**config.mk**
```make
export PLATFORM = sky130hd
export DESIGN_NAME = databus_axi_wr
export DESIGN_NICKNAME = d
export VERILOG_FILES = /design/src/rtl/databus_axi_wr.sv
export SDC_FILE = /design/constraint.sdc
export NUM_CORES = 1
export LEC_CHECK = 0
export CAP_MARGIN = 25
export CORE_ASPECT_RATIO = 0.9
export CORE_MARGIN = 5
export CORE_UTILIZATION = 36
export CTS_CLUSTER_DIAMETER = 40
export DETAILED_ROUTE_END_ITERATION = 6
export PLACE_DENSITY = 0.82
export SLEW_MARGIN = 15
export SYNTH_ARGS = -nofsm -noshare
export SYNTH_HDL_FRONTEND = slang
export SYNTH_SLANG_ARGS = --single-unit
```
**constraint.sdc**
```tcl
create_clock -name clk -period 2.4 [get_ports clk]
set_input_delay 0.24 -clock clk [delete_from_list [all_inputs] [get_ports clk]]
set_output_delay 0.24 -clock clk [all_outputs]
set_load 0.1 [all_outputs]
```
**src/rtl/databus_axi_wr.sv**
```systemverilog
// databus_axi_wr: turns one versat databus write transfer into a single AXI4
// INCR write burst. The final databus word is acknowledged only once the AXI
// write response has returned, so upstream "done" means the data is committed.
module databus_axi_wr #(
  parameter int DATA_W = 32,
  parameter int ADDR_W = 32
) (
  input  logic                  clk,
  input  logic                  rst,
  input  logic                  databus_valid,
  output logic                  databus_ready,
  input  logic [ADDR_W-1:0]     databus_addr,
  input  logic [DATA_W-1:0]     databus_wdata,
  input  logic [DATA_W/8-1:0]   databus_wstrb,
  input  logic [7:0]            databus_len,
  output logic [DATA_W-1:0]     databus_rdata,
  output logic                  databus_last,
  output logic [ADDR_W-1:0]     m_axi_awaddr,
  output logic [7:0]            m_axi_awlen,
  output logic [2:0]            m_axi_awsize,
  output logic [1:0]            m_axi_awburst,
  output logic                  m_axi_awvalid,
  input  logic                  m_axi_awready,
  output logic [DATA_W-1:0]     m_axi_wdata,
  output logic [DATA_W/8-1:0]   m_axi_wstrb,
  output logic                  m_axi_wlast,
  output logic                  m_axi_wvalid,
  input  logic                  m_axi_wready,
  input  logic [1:0]            m_axi_bresp,
  input  logic                  m_axi_bvalid,
  output logic                  m_axi_bready,
  output logic                  busy,
  output logic                  error
);

  localparam int STRB_W = DATA_W / 8;
  localparam logic [2:0] AW_SIZE = 3'($clog2(STRB_W));

  typedef enum logic [1:0] {IDLE, ADDR, DATA, RESP} state_t;

  state_t              state_q, state_d;
  logic [ADDR_W-1:0]   awaddr_q, awaddr_d;
  logic [7:0]          len_q, len_d;
  logic [7:0]          beat_cnt_q, beat_cnt_d;
  logic                awvalid_q, awvalid_d;
  logic                error_q, error_d;

  logic in_data;
  logic in_resp;
  logic final_beat;

  assign in_data    = (state_q == DATA);
  assign in_resp    = (state_q == RESP);
  // Counter is compared against the captured length only, so 256 beats never wrap.
  assign final_beat = (beat_cnt_q == len_q);

  // Next-state and registered-output computation for the burst sequencer.
  always_comb begin
    state_d    = state_q;
    awaddr_d   = awaddr_q;
    len_d      = len_q;
    beat_cnt_d = beat_cnt_q;
    awvalid_d  = awvalid_q;
    error_d    = error_q;
    case (state_q)
      IDLE: begin
        if (databus_valid) begin
          awaddr_d   = databus_addr;
          len_d      = databus_len;
          beat_cnt_d = 8'd0;
          error_d    = 1'b0;
          awvalid_d  = 1'b1;
          state_d    = ADDR;
        end
      end
      ADDR: begin
        if (m_axi_awready) begin
          awvalid_d = 1'b0;
          state_d   = DATA;
        end
      end
      DATA: begin
        if (databus_valid && m_axi_wready) begin
          if (final_beat) begin
            state_d = RESP;
          end else begin
            beat_cnt_d = beat_cnt_q + 8'd1;
          end
        end
      end
      RESP: begin
        if (m_axi_bvalid) begin
          error_d = (m_axi_bresp != 2'b00);
          state_d = IDLE;
        end
      end
      default: state_d = IDLE;
    endcase
  end

  // State registers; reset abandons any in-flight AXI transaction.
  always_ff @(posedge clk or posedge rst) begin
    if (rst) begin
      state_q    <= IDLE;
      awaddr_q   <= '0;
      len_q      <= 8'd0;
      beat_cnt_q <= 8'd0;
      awvalid_q  <= 1'b0;
      error_q    <= 1'b0;
    end else begin
      state_q    <= state_d;
      awaddr_q   <= awaddr_d;
      len_q      <= len_d;
      beat_cnt_q <= beat_cnt_d;
      awvalid_q  <= awvalid_d;
      error_q    <= error_d;
    end
  end

  assign m_axi_awaddr  = awaddr_q;
  assign m_axi_awlen   = len_q;
  assign m_axi_awsize  = AW_SIZE;
  assign m_axi_awburst = 2'b01;
  assign m_axi_awvalid = awvalid_q;

  // W channel is a zero-latency pass-through, gated to the DATA phase.
  assign m_axi_wdata  = databus_wdata;
  assign m_axi_wstrb  = databus_wstrb;
  assign m_axi_wvalid = in_data & databus_valid;
  assign m_axi_wlast  = in_data & final_beat;

  assign m_axi_bready = in_resp;

  // Final word is held upstream until the write response confirms it.
  assign databus_ready = (in_data & ~final_beat & m_axi_wready) | (in_resp & m_axi_bvalid);
  assign databus_last  = in_resp & m_axi_bvalid;
  assign databus_rdata = '0;

  assign busy  = (state_q != IDLE);
  assign error = error_q;

endmodule

```
Word-level counts from Yosys, hierarchy flattened

Cells that the tools add are included.

Output and inout bits: 121
Input port bits: 84
Logic and storage cells: 52
Flip-flop bits (word level): 52

Equal/unequal tests: 10
Bitwise logic cells: 7
Add/subtract/negate cells: 1
Reduce and logical (&&, ||, !) cells: 12
Multiplexer cells: 16

Operators by type and width:

| kind                | number |
|---|---|
| $mux 8              | 3 |
| $pmux 8 s2          | 1 |
| $mux 2              | 5 |
| $reduce_bool 2->1   | 5 |
| $add 8x1->8 const B | 1 |
| $eq 8x8->1          | 1 |
| $ne 2x2->1 const B  | 4 |
| $pmux 2 s4          | 1 |
| $reduce_and 3->1    | 2 |
| $and 1x1->1         | 5 |
| $reduce_and 5->1    | 1 |
| $eq 2x2->1 const B  | 2 |
| $mux 1              | 4 |
| $ne 2x1->1 const B  | 2 |
| $pmux 1 s2          | 2 |
| $reduce_and 4->1    | 1 |
| $eq 2x1->1 const B  | 1 |
| $logic_not 2->1     | 1 |
| $reduce_and 2->1    | 1 |
| $logic_and 1x1->1   | 1 |
| $not 1->1           | 1 |
| $or 1x1->1          | 1 |

Depth between registers and ports, before layout

Depth in word-level cells: 5
Mapped depth: 8
Depth with buffers taken out: 7

Worst setup path after synthesis

No wires, ideal clock.

Kind: register to register
Start point: reg len_q[6], in the netlist m_axi_awlen[6]
End point: reg beat_cnt_q[1]
Cell stages (with the launch flop): 6
Arrival: 3951 ps
Setup time: 91 ps
Path slack: -1641 ps
Period minus slack after synthesis: 4041 ps
Data required time: 2309 ps
Cells stage by stage: dfrtp_1 > xnor2_1 > nand4_4 > nor3_1 > nor2_1 > o22ai_1

Word-level cells in the longest chain between the ends: 3

Ends and longest elaborated chain:

| what                       | RTL line | source |
|---|---|---|
| start: declaration         | 43       | `logic [7:0] len_q, len_d;` |
| start signal: assignment   | 113      | `len_q <= len_d;` |
| $eq 8x8->1                 | 55       | `assign final_beat = (beat_cnt_q == len_q);` |
| $ne 2x2->1 (no line)       | n/a      |  |
| $reduce_and 4->1 (no line) | n/a      |  |
| end signal: assignment     | 114      | `beat_cnt_q <= beat_cnt_d;` |
| end: declaration           | 44       | `logic [7:0] beat_cnt_q, beat_cnt_d;` |

Every way passes these cells.
A chain may end at the register's enable or synchronous reset.

Worst setup path in the final report

Start point: reg state_q[0]
End point: out m_axi_wlast

Word-level cells in the longest chain between the ends: 2

Ends and longest elaborated chain:

| what                     | RTL line | source |
|---|---|---|
| start: declaration       | 41       | `state_t state_q, state_d;` |
| start signal: assignment | 111      | `state_q <= state_d;` |
| $eq 2x2->1               | 52       | `assign in_data = (state_q == DATA);` |
| $and 1x1->1              | 130      | `assign m_axi_wlast = in_data & final_beat;` |
| end: declaration         | 26       | `output logic m_axi_wlast,` |

Every way passes these cells.

==> metrics.cfg <==
[route]
drt_iter0_drc = 69
antenna_left = 0
num_vias = 1978
post_drt_wl_per_cell_um = 14.9
drcViolationCount = 0
dr.pass1.iters = 4
vias_per_cell = 4.67
finalWirelength_um = 6310

[clock_network]
cts_buffer_depth = 2
hold_buffers = 0
clock-sinks = 52
cts-root-buf = clkbuf_8
htree_levels = 2
cts_resized = 0
cts_buffers = 5
clk_pin_slew_ps = 110
cts_tree = built
insertion_delay_ps = 310
postCtsSetupRepairBufs = 0

[timing]
hold_viol_final = 0
fin_skew_ps = 10.1
fmax_mhz = 456
finalSetupViolations = 0
fin_crit_ps = 2190
period_share_pct = 91.3
maxSlewHeadroom_pct = 62.2
worstMarginPinSlew_ps = 566
rsz0062_at_grt = false
drv_slew = 0
setup_tns_ps = 0

[global_route]
grt_pass1_vias = 2076
overflow = 0
grt_usage_pct = 12.2
antenna_found_initial = 0
grt_max_degree = 33
grt_pass1_wl_um = 9980

[floorplanning]
die_x_um = 106
die_y_um = 96.3
start_util_pct = 36.9
ios = 205
rows = 31
core_mm2 = 0.00807
dieArea_mm2 = 0.0102

[yosys]
synth_top_area_share_pct = 43.7
yosysTopAreaCell = dfrtp_1
ys_async_sr_fraction_pct = 100
ys.flop_type = dfrtp_1
synth_area_leaders = dfrtp_1 44%, buf_4 19%, mux2_2 15%, ha_1 2.5%, xnor2_1 2.1%
yosysSeqAreaShare_pct = 43.7
synth_compound_gate_area_share_pct = 4.71
synth-edff-count = 0
yosysMostFrequentCell = buf_4
synth_mux_area_share_pct = 16.0
synth.distinct_cells = 35
synth_xor_area_share_pct = 3.15
yosys-top-cells-count = 74 x buf_4, 52 x dfrtp_1, 40 x mux2_2
synthesis.area_mm2 = 0.00298
synth_top_family_by_area = buffers and inverters
synth_warnings = 0
synthAdderAreaFrac_pct = 2.52
synthSimpleGateAreaFrac_pct = 8.66
synth_seq_cells = 52
avgSynthCellArea_um2 = 11.2
netlist_instances = 265

[setup_path]
critPathArrivalTime_ps = 1950
cp-startpoint = state_q[0]
r2r_start = state_q[0]
crit_path_end_kind = output port
cp-endpoint = m_axi_wlast
reg2regPathDepth = 8
crit_path_start_kind = flip-flop
cp_max_fo = 10
crit_type = reg -> out
r2r-end = state_q[1]
cp_data_required_time_ps = 2160
rrSetupSlack_ps = 360

[placed_design]
finalWeightedCongestion = 0.804
dp_hpwl_um = 5010
io_buffers = 95

[run]
drv_cap = 0

[run_status]
outcome = completed

[worst_hold_path]
hold_path_class = in -> async

[finish]
area_growth_pct = 23.9
nNetsFinal = 414
insertedDiodeCount = 0
drive_above_1_share_pct = 37.5

[final cells by class]
| type | instances | area (µm²) |
|---|---|---|
| clock buffer | 5 | 68.8 |
| clock inverter | 3 | 25.0 |
| fill | 743 | 4380 |
| inverter | 11 | 41.3 |
| multi-input combinational | 156 | 1200 |
| sequential | 52 | 1310 |
| tap | 99 | 124 |
| timing repair buffer | 98 | 916 |
[flip-flops by register name, indices dropped and copies added, names as in the netlist]
| signal | flops |
|---|---|
| beat_cnt_q | 8 |
| m_axi_awlen | 8 |
| state_q | 2 |
| m_axi_awvalid | 1 |
| m_axi_awaddr | 32 |
| error | 1 |
[worst min path at each step]
stage                            startpoint          endpoint  cells after the start
after global placement    databus_wdata[26]   m_axi_wdata[26]                      0
after CTS                               rst   m_axi_awaddr[0]                      2
after floorplan              databus_len[0]    m_axi_awlen[0]                      1
final                                   rst  m_axi_awaddr[15]                      2
after detailed placement  databus_wdata[26]   m_axi_wdata[26]                      0
after global routing                    rst   m_axi_awaddr[0]                      2
[cell families after synthesis]
group           count (synthesis)
buf+inv                        92
flops                          52
mux                            42
simple gates                   42
compound gates                 20
xor+xnor                        9
fa+ha+maj                       6
other cells                     2
[critical path, stage by stage, from the launching register on]
cell and delay [ps]:
dfrtp_1 420, inv_1 130, ha_1 280, buf_4 210, inv_1 120, nor3_4 270
buf_12 210
[metrics by stage]
| stage | area, µm² | hold WS (ps) | utilization, % | setup slack, ps | std cells |
|---|---|---|---|---|---|
| global route | 3690 | 338 | 45.7 | 86.2 | 424 |
| detailed placement | 3590 | 481 | 44.6 | 394 | 416 |
| CTS | 3690 | 315 | 45.7 | 215 | 424 |
| finish | 3690 | 296 | 45.7 | 209 | 424 |
| global placement | 3590 | 481 | 44.6 | 494 | 416 |
| floorplan | 3140 | 391 | - | 71.6 | 300 |
[cells in the final DEF (no fill, tap or decap), drive strengths merged]
cell / instances
a21oi: 1
a22o: 1
a22oi: 1
and2: 3
and3: 1
buf: 51
clkbuf: 5
clkdlybuf4s50: 47
clkinvlp: 1
conb: 37
dfrtp: 52
ha: 6
inv: 13
mux2: 41
mux2i: 1
nand2: 13
nand2b: 2
nand3: 8
nand4: 5
nor2: 3
nor3: 1
nor3b: 1
o2111ai: 2
o211ai: 4
o21ai: 6
o21bai: 1
o221ai: 1
o22ai: 3
or4: 5
xnor2: 9
[layer usage]
metal,routed length (µm),GRT usage (%),part of all wire [%]
met1,2500,13.6,40
met2,3050,20.5,48
met3,678,5.90,11
met4,79,4.31,1.3
met5,0,0,0
Power is not shown: default switching activity piles up to over one toggle a cycle in this logic, so the estimate is an artifact.
